### src/rtl/cus19_lsu.sv
// Load/store unit for pipeline stage 3: splits one 19-bit load or store
// into 8-bit memory beats and returns the assembled result or a store ack.
module cus19_lsu #(
    parameter int Mem_Addr_Width = 11,
    parameter int Data_Width     = 8,
    parameter int Word_Width     = 19
) (
    input  logic                      clk_in,
    input  logic                      rst_in,
    input  logic                      req_valid_in,
    output logic                      req_ready_out,
    input  logic                      req_wr_in,
    input  logic                      req_word_in,
    input  logic [Mem_Addr_Width-1:0] req_addr_in,
    input  logic [Word_Width-1:0]     req_wdata_in,
    output logic                      mem_rd_out,
    output logic [Mem_Addr_Width-1:0] rd_addr_out,
    input  logic [Data_Width-1:0]     rd_data_in,
    output logic                      mem_wr_out,
    output logic [Mem_Addr_Width-1:0] wr_addr_out,
    output logic [Data_Width-1:0]     wr_data_out,
    output logic                      resp_valid_out,
    output logic                      resp_err_out,
    output logic [Word_Width-1:0]     resp_rdata_out
);

    localparam int Asm_Width = 3 * Data_Width;
    // Highest base address a 3-byte word may start at without wrapping.
    localparam logic [Mem_Addr_Width-1:0] Word_Addr_Max =
        {Mem_Addr_Width{1'b1}} - Mem_Addr_Width'(2);

    typedef enum logic [1:0] {
        IDLE,
        ACCESS,
        RESP
    } state_t;

    state_t                    state_q;
    state_t                    state_d;
    logic [1:0]                beat_q;
    logic                      wr_q;
    logic                      word_q;
    logic                      err_q;
    logic [Mem_Addr_Width-1:0] addr_q;
    logic [Word_Width-1:0]     wdata_q;
    logic [Word_Width-1:0]     rdata_q;
    logic [Asm_Width-1:0]      asm_q;
    logic [Asm_Width-1:0]      asm_d;
    logic [Asm_Width-1:0]      wdata_ext;
    logic [Mem_Addr_Width-1:0] beat_addr;
    logic                      accept;
    logic                      reject;
    logic                      last_beat;

    assign accept    = req_valid_in && (state_q == IDLE);
    assign reject    = req_word_in && (req_addr_in > Word_Addr_Max);
    assign last_beat = word_q ? (beat_q == 2'd2) : (beat_q == 2'd0);
    assign beat_addr = addr_q + Mem_Addr_Width'(beat_q);
    // Upper byte of a word carries the top register bits zero-padded.
    assign wdata_ext = Asm_Width'(wdata_q);
    assign resp_rdata_out = rdata_q;

    // State register.
    always_ff @(posedge clk_in) begin
        if (!rst_in) begin
            state_q <= IDLE;
        end else begin
            state_q <= state_d;
        end
    end

    // Next-state and output decode.
    always_comb begin
        state_d        = state_q;
        req_ready_out  = 1'b0;
        mem_rd_out     = 1'b0;
        mem_wr_out     = 1'b0;
        rd_addr_out    = '0;
        wr_addr_out    = '0;
        wr_data_out    = '0;
        resp_valid_out = 1'b0;
        resp_err_out   = 1'b0;
        case (state_q)
            IDLE: begin
                req_ready_out = 1'b1;
                if (accept) begin
                    state_d = reject ? RESP : ACCESS;
                end
            end
            ACCESS: begin
                // Strobes are qualified by reset so a beat in flight when
                // reset lands is not committed by the memory.
                if (wr_q) begin
                    mem_wr_out  = rst_in;
                    wr_addr_out = beat_addr;
                    wr_data_out = wdata_ext[beat_q*Data_Width +: Data_Width];
                end else begin
                    mem_rd_out  = rst_in;
                    rd_addr_out = beat_addr;
                end
                if (last_beat) begin
                    state_d = RESP;
                end
            end
            RESP: begin
                resp_valid_out = 1'b1;
                resp_err_out   = err_q;
                state_d        = IDLE;
            end
            default: state_d = IDLE;
        endcase
    end

    // Load assembly: current beat's read byte merged into the partial word.
    always_comb begin
        asm_d = asm_q;
        asm_d[beat_q*Data_Width +: Data_Width] = rd_data_in;
    end

    // Request latch, beat counter and load result.
    always_ff @(posedge clk_in) begin
        if (!rst_in) begin
            beat_q  <= 2'd0;
            wr_q    <= 1'b0;
            word_q  <= 1'b0;
            err_q   <= 1'b0;
            addr_q  <= '0;
            wdata_q <= '0;
            asm_q   <= '0;
            rdata_q <= '0;
        end else begin
            if (accept) begin
                wr_q    <= req_wr_in;
                word_q  <= req_word_in;
                addr_q  <= req_addr_in;
                wdata_q <= req_wdata_in;
                err_q   <= reject;
                beat_q  <= 2'd0;
            end
            if (state_q == ACCESS) begin
                beat_q <= last_beat ? 2'd0 : beat_q + 2'd1;
                if (!wr_q) begin
                    asm_q <= asm_d;
                    if (last_beat) begin
                        rdata_q <= word_q ? Word_Width'(asm_d)
                                          : Word_Width'(rd_data_in);
                    end
                end
            end
        end
    end

endmodule

### config.mk
export PLATFORM = sky130hd
export DESIGN_NAME = cus19_lsu
export DESIGN_NICKNAME = d
export VERILOG_FILES = /design/src/rtl/cus19_lsu.sv
export SDC_FILE = /design/constraint.sdc
export NUM_CORES = 1
export LEC_CHECK = 0
export CORE_AREA = 4 4 76 113
export DETAILED_ROUTE_END_ITERATION = 16
export DIE_AREA = 0 0 80 117
export PLACE_DENSITY = 0.81
export SYNTH_ARGS = -nofsm -noshare
export SYNTH_HDL_FRONTEND = slang
export SYNTH_SLANG_ARGS = --single-unit
### constraint.sdc
create_clock -name clk_in -period 2.5 [get_ports clk_in]
set_clock_uncertainty 0.15 [all_clocks]
set_input_delay 0.5 -clock clk_in [delete_from_list [all_inputs] [get_ports clk_in]]
set_output_delay 0.5 -clock clk_in [all_outputs]
set_load 0.02 [all_outputs]
Word-level counts from Yosys, hierarchy flattened --
Index checks and enable logic that the tools add are counted. W data, S select, Z words.
Word-level totals: register bits after elaboration 80, output and inout port bits 54
Cells by class: add/subtract/negate cells 3, order comparisons 1, equality and inequality tests 5, shifts and indexed selects 3, muxes and demuxes 23, bitwise operators 1, reduce and logical (&&, ||, !) cells 8
Operators with widths (count):
- $mux W11 | 4
- $neg A5 Y34 | 1
- $shift A8 B34 Y24 const A | 1
- $shiftx A8 B34 Y24 | 1
- $bwmux W24 | 1
- $shiftx A24 B6 Y8 | 1
- $mux W19 | 1
- $mux W8 | 2
- $mux W2 | 6
- $add A11 B2 Y11 | 1
- $gt A11 B11 Y1 const B | 1
- $mux W1 | 8
- $eq A2 B2 Y1 const B | 2
- $logic_not A2 Y1 | 2
- $ne A2 B2 Y1 const B | 2
- $pmux W2 S2 | 1
- $reduce_and A2 Y1 | 2
- $reduce_and A3 Y1 | 1
- $add A2 B1 Y2 const B | 1
- $eq A2 B1 Y1 const B | 1
- $logic_and A1 B1 Y1 | 2
- $reduce_bool A2 Y1 | 1
- $not A1 Y1 | 1

Logic depth before layout (Yosys ltp) --
depth in word-level cells 5, depth in mapped cells 7, mapped depth without buffers 5

Worst setup path after synthesis --
No wires, ideal clock.
path type register to output, start register beat_q[0], end output port rd_addr_out[10], arrival time 1.822 ns, required time 1.850 ns, path slack 0.028 ns, stages on the path, launching flop included 6, path buffers 0, path through dfxtp_1 > ha_1 > fa_1 > nand4_1 > or4_1 > a21oi_1
On the way: cells in the longest elaborated chain, start to end 3
RTL lines:
- start: declaration | RTL line 40 | logic [1:0] beat_q;
- start signal: assignment | RTL line 141 | beat_q <= last_beat ? 2'd0 : beat_q + 2'd1;
- $add A11 B2 Y11 | RTL line 58 | assign beat_addr = addr_q + Mem_Addr_Width'(beat_q);
- $mux W11 | RTL line 93 | if (wr_q) begin
- $mux W11 | RTL line 83 | case (state_q)
- end: declaration | RTL line 17 | output logic [Mem_Addr_Width-1:0] rd_addr_out,
No other way between the ends.

Final worst setup path --
start register addr_q[0], end output port rd_addr_out[6]
On the way: cells in the longest elaborated chain, start to end 3
RTL lines:
- start: declaration | RTL line 44 | logic [Mem_Addr_Width-1:0] addr_q;
- start signal: assignment | RTL line 135 | addr_q <= req_addr_in;
- $add A11 B2 Y11 | RTL line 58
- $mux W11 | RTL line 93
- $mux W11 | RTL line 83
No other way between the ends.

==> flow_summary.rst <==
.. list-table::
   :header-rows: 1

   * - Metric
     - Value
   * - Run status
     - finished with violations
   * - Failing checks
     - setup timing
   * - Diode count
     - 0
   * - Port Buf Inserts
     - 96
   * - Min Tclk post-route
     - 2685 ps
   * - Layout Nets
     - 594
   * - Unique cell type count in the Yosys netlist
     - 44
   * - Hold Path Stages
     - 2
   * - Nets in the synthesized netlist
     - 485
   * - Sequential share of the synthesized area
     - 42.49%
   * - DRC
     - 0
   * - Number of hold buffers added after cts
     - 0
   * - Synthesized area
     - 3533 um2
   * - Clock root buffer
     - sky130_fd_sc_hd__clkbuf_16
   * - Type of the worst min-delay path
     - flip-flop to flip-flop
   * - Mean cell area of the mapped netlist
     - 8.141 um2
   * - Clock-pin slew on the worst setup and hold paths
     - 60 ps
   * - Count leader, synth
     - sky130_fd_sc_hd__nand2_1
   * - H-tree Lvls
     - 3
   * - Setup-violating endpoint count in the final report
     - 8
   * - DR pass1 iterations
     - 4
   * - Synthesized instance count
     - 434
   * - Die height
     - 117 um
   * - First-pass GRT wire length
     - 16060 um
   * - Number of buffers created by CTS
     - 9
   * - Global placer's final weighted congestion
     - 0.8458
   * - Final core utilization
     - 68.41%
   * - TritonCTS sink count
     - 75
   * - Core region area
     - 7612 um2
   * - Ratio of cells with drive above 1 in the final layout
     - 20.80%
   * - FILL cells
     - 631
   * - Routed wire length
     - 10560 um
   * - Slew at the pin closest to its max-slew limit
     - 585.3 ps
   * - Die boundary width
     - 80 um
   * - Final Max Tran Viols
     - 0
   * - Placement row count
     - 39
   * - Worst path arrival time
     - 2030 ps
   * - Data required time at the worst endpoint
     - 1850 ps
   * - Worst Reg-to-Reg Cells
     - 6
   * - Cell count after placement
     - 631
   * - GR Util All Layers
     - 21.85%
   * - I/O pin total
     - 97
   * - DR WL/cell
     - 16.24 um
   * - Critical path fanouts, max
     - 4
   * - Final TNS setup
     - -1027 ps
   * - TritonCTS clock tree
     - yes
   * - Setup repair after global routing missed its margin
     - true
   * - DP HPWL
     - 7351 um
   * - Max rail drop VDD
     - 0.4856 mV
   * - Maximum achievable frequency
     - 372.5 MHz
   * - Post-route setup slack
     - -184.8 ps
   * - Max-cap violation count
     - 0
   * - Main flop type after synthesis
     - sky130_fd_sc_hd__dfxtp_1
   * - Initial antenna violation count
     - 0
   * - Synth area leader
     - sky130_fd_sc_hd__dfxtp_1
   * - Most area-consuming cells after synthesis
     - sky130_fd_sc_hd__dfxtp_1, sky130_fd_sc_hd__a21oi_1, sky130_fd_sc_hd__nand2_1
   * - Yosys synthesis warning count
     - 0
   * - Nature of the critical path endpoint
     - output pin
   * - Initial core utilization
     - 46.42%
   * - Number of vias in the routed layout
     - 3649
   * - Fraction of the cycle the final worst path needs
     - 107.4%
   * - CP Launch Type
     - flip-flop
   * - Asr flop ratio synth
     - 0%
   * - Sum of overflow across all layers after global routing
     - 0
   * - Clock latency reported for the late side of the worst-skew pair
     - 330 ps
   * - Fin cells
     - 650
   * - Vias per cell
     - 5.614
   * - Starting DRT DRC Count
     - 180
   * - Die outline area
     - 9360 um2
   * - Area growth from synthesis to final layout
     - 47.38%
   * - Maximum number of pins on one net before global-route repair
     - 50
   * - Static leakage
     - 1.997 nW
   * - #FFs+latches synth
     - 75
   * - Path type of the worst setup path
     - flip-flop to output pin
   * - Number of enable flip-flop cells after synthesis
     - 0
   * - Number of buffers on the longest clock path
     - 2
   * - Endpoints failing hold
     - 0
   * - Yosys top cell area share
     - 42.49%
   * - Number of global-route vias before repair
     - 3581
   * - Worst rel slew slack
     - 60.98%
   * - Post-route antenna net violation count
     - 0
   * - Power density relative to cell area
     - 616.9 nW/um2
   * - Ranking of synthesized cells by instance count
     - sky130_fd_sc_hd__nand2_1, sky130_fd_sc_hd__a21oi_1, sky130_fd_sc_hd__dfxtp_1
   * - Power Total
     - 3.212 mW
   * - Pre-CTS WS
     - -296.8 ps
state kept, by name, indices dropped and copies added, names as in the netlist:
| name | cells |
|---|---|
| addr_q | 11 |
| asm_q | 19 |
| beat_q | 2 |
| err_q | 1 |
| resp_rdata_out | 19 |
| state_q | 2 |
| wdata_q | 19 |
| word_q | 1 |
| wr_q | 1 |
worst max-delay path: stages, from the launching register on:
cell and delay [ps]:
sky130_fd_sc_hd__dfxtp_2 350, sky130_fd_sc_hd__ha_4 150, sky130_fd_sc_hd__fa_2 220, sky130_fd_sc_hd__nand4_1 170, sky130_fd_sc_hd__buf_4 200, sky130_fd_sc_hd__or3_4 350
sky130_fd_sc_hd__a21oi_2 140, sky130_fd_sc_hd__buf_6 130
where the power goes:
part	switching, mW	total, mW	internal [mW]
clock network	0.493	1.42	0.931
logic	0.261	0.479	0.218
registers	0.0417	1.31	1.27
routing by layer:
metal  GRT usage [%]  vias to the layer above  part of all wire (%)
met4           11.61                        0                   4.2
li1                -                     1754                     -
met3           4.594                       31                   4.6
met2           40.87                      118                    54
met1           22.40                     1746                    37
met5               0                        -                     0
layout make-up:
class	count	area [um2]	share of cell area, %
multi-input cells	322	2023	38.85
flip-flops and latches	75	1509	28.98
repair buffers	128	1185	22.75
clock buffers	11	252.7	4.853
well taps	102	127.6	2.451
clock inverters	5	83.83	1.610
inverters	7	26.28	0.5046
through the flow:
stage	hold slack, ps	instance area [um2]
6_report	302.7	5207
5_1_grt	319.3	5207
3_5_place_dp	295.0	4702
3_3_place_gp	289.3	4702
4_1_cts	303.3	5031
2_1_floorplan	282.1	3533
cell usage in the layout (no fill, tap or decap), types with 3 or more instances in the layout:
master	instances
sky130_fd_sc_hd__nand2_1	84
sky130_fd_sc_hd__nand3_1	15
sky130_fd_sc_hd__and2_1	4
sky130_fd_sc_hd__dfxtp_1	71
sky130_fd_sc_hd__a311oi_1	8
sky130_fd_sc_hd__ha_1	5
sky130_fd_sc_hd__o21ai_0	21
sky130_fd_sc_hd__nor3_1	5
sky130_fd_sc_hd__mux2_2	4
sky130_fd_sc_hd__or3_4	3
sky130_fd_sc_hd__dlygate4sd2_1	7
sky130_fd_sc_hd__a21oi_1	65
sky130_fd_sc_hd__buf_6	12
sky130_fd_sc_hd__inv_1	5
sky130_fd_sc_hd__nor2b_1	15
sky130_fd_sc_hd__dfxtp_2	3
sky130_fd_sc_hd__nor2_1	11
sky130_fd_sc_hd__nand4_1	4
sky130_fd_sc_hd__mux2i_1	6
sky130_fd_sc_hd__buf_2	4
sky130_fd_sc_hd__a21oi_2	11
sky130_fd_sc_hd__clkdlybuf4s50_1	63
sky130_fd_sc_hd__buf_4	33
sky130_fd_sc_hd__clkbuf_2	3
sky130_fd_sc_hd__a22oi_1	3
sky130_fd_sc_hd__o2bb2ai_1	11
sky130_fd_sc_hd__a31oi_1	11
sky130_fd_sc_hd__o31ai_2	3
sky130_fd_sc_hd__dlymetal6s2s_1	6
sky130_fd_sc_hd__or4_4	4
sky130_fd_sc_hd__clkbuf_16	9
repair_timing:
| item | CTS | global route |
|---|---|---|
| buffers inserted | 1 | 3 |
| resized for setup | 101 | 54 |
| setup endpoints to repair | 30 | 37 |
| pin swaps | 7 | 13 |
final timing paths:
kind	from	to	slack, ps
min reg2reg	wdata_q[0]	wdata_q[0]	300
max	addr_q[0]	rd_addr_out[6]	-180
max reg2reg	beat_q[1]	resp_rdata_out[5]	350
min	wdata_q[0]	wdata_q[0]	300
kinds of logic (layout without fill, tap and decap cells):
family                     after synthesis  in the layout  share of synthesized area [%]
AOI/OAI and AO/OA                      140            140                          22.88
xor gates and xnor gates                 2              2                         0.4958
adders and majority gates                8              8                          3.045
buffers and inverters                   37            151                          4.816
DFF                                     75             75                          42.49
muxes                                   10             10                          2.974
and+or+nand+nor                        162            162                          23.30
(Power assumes the default switching activity.)
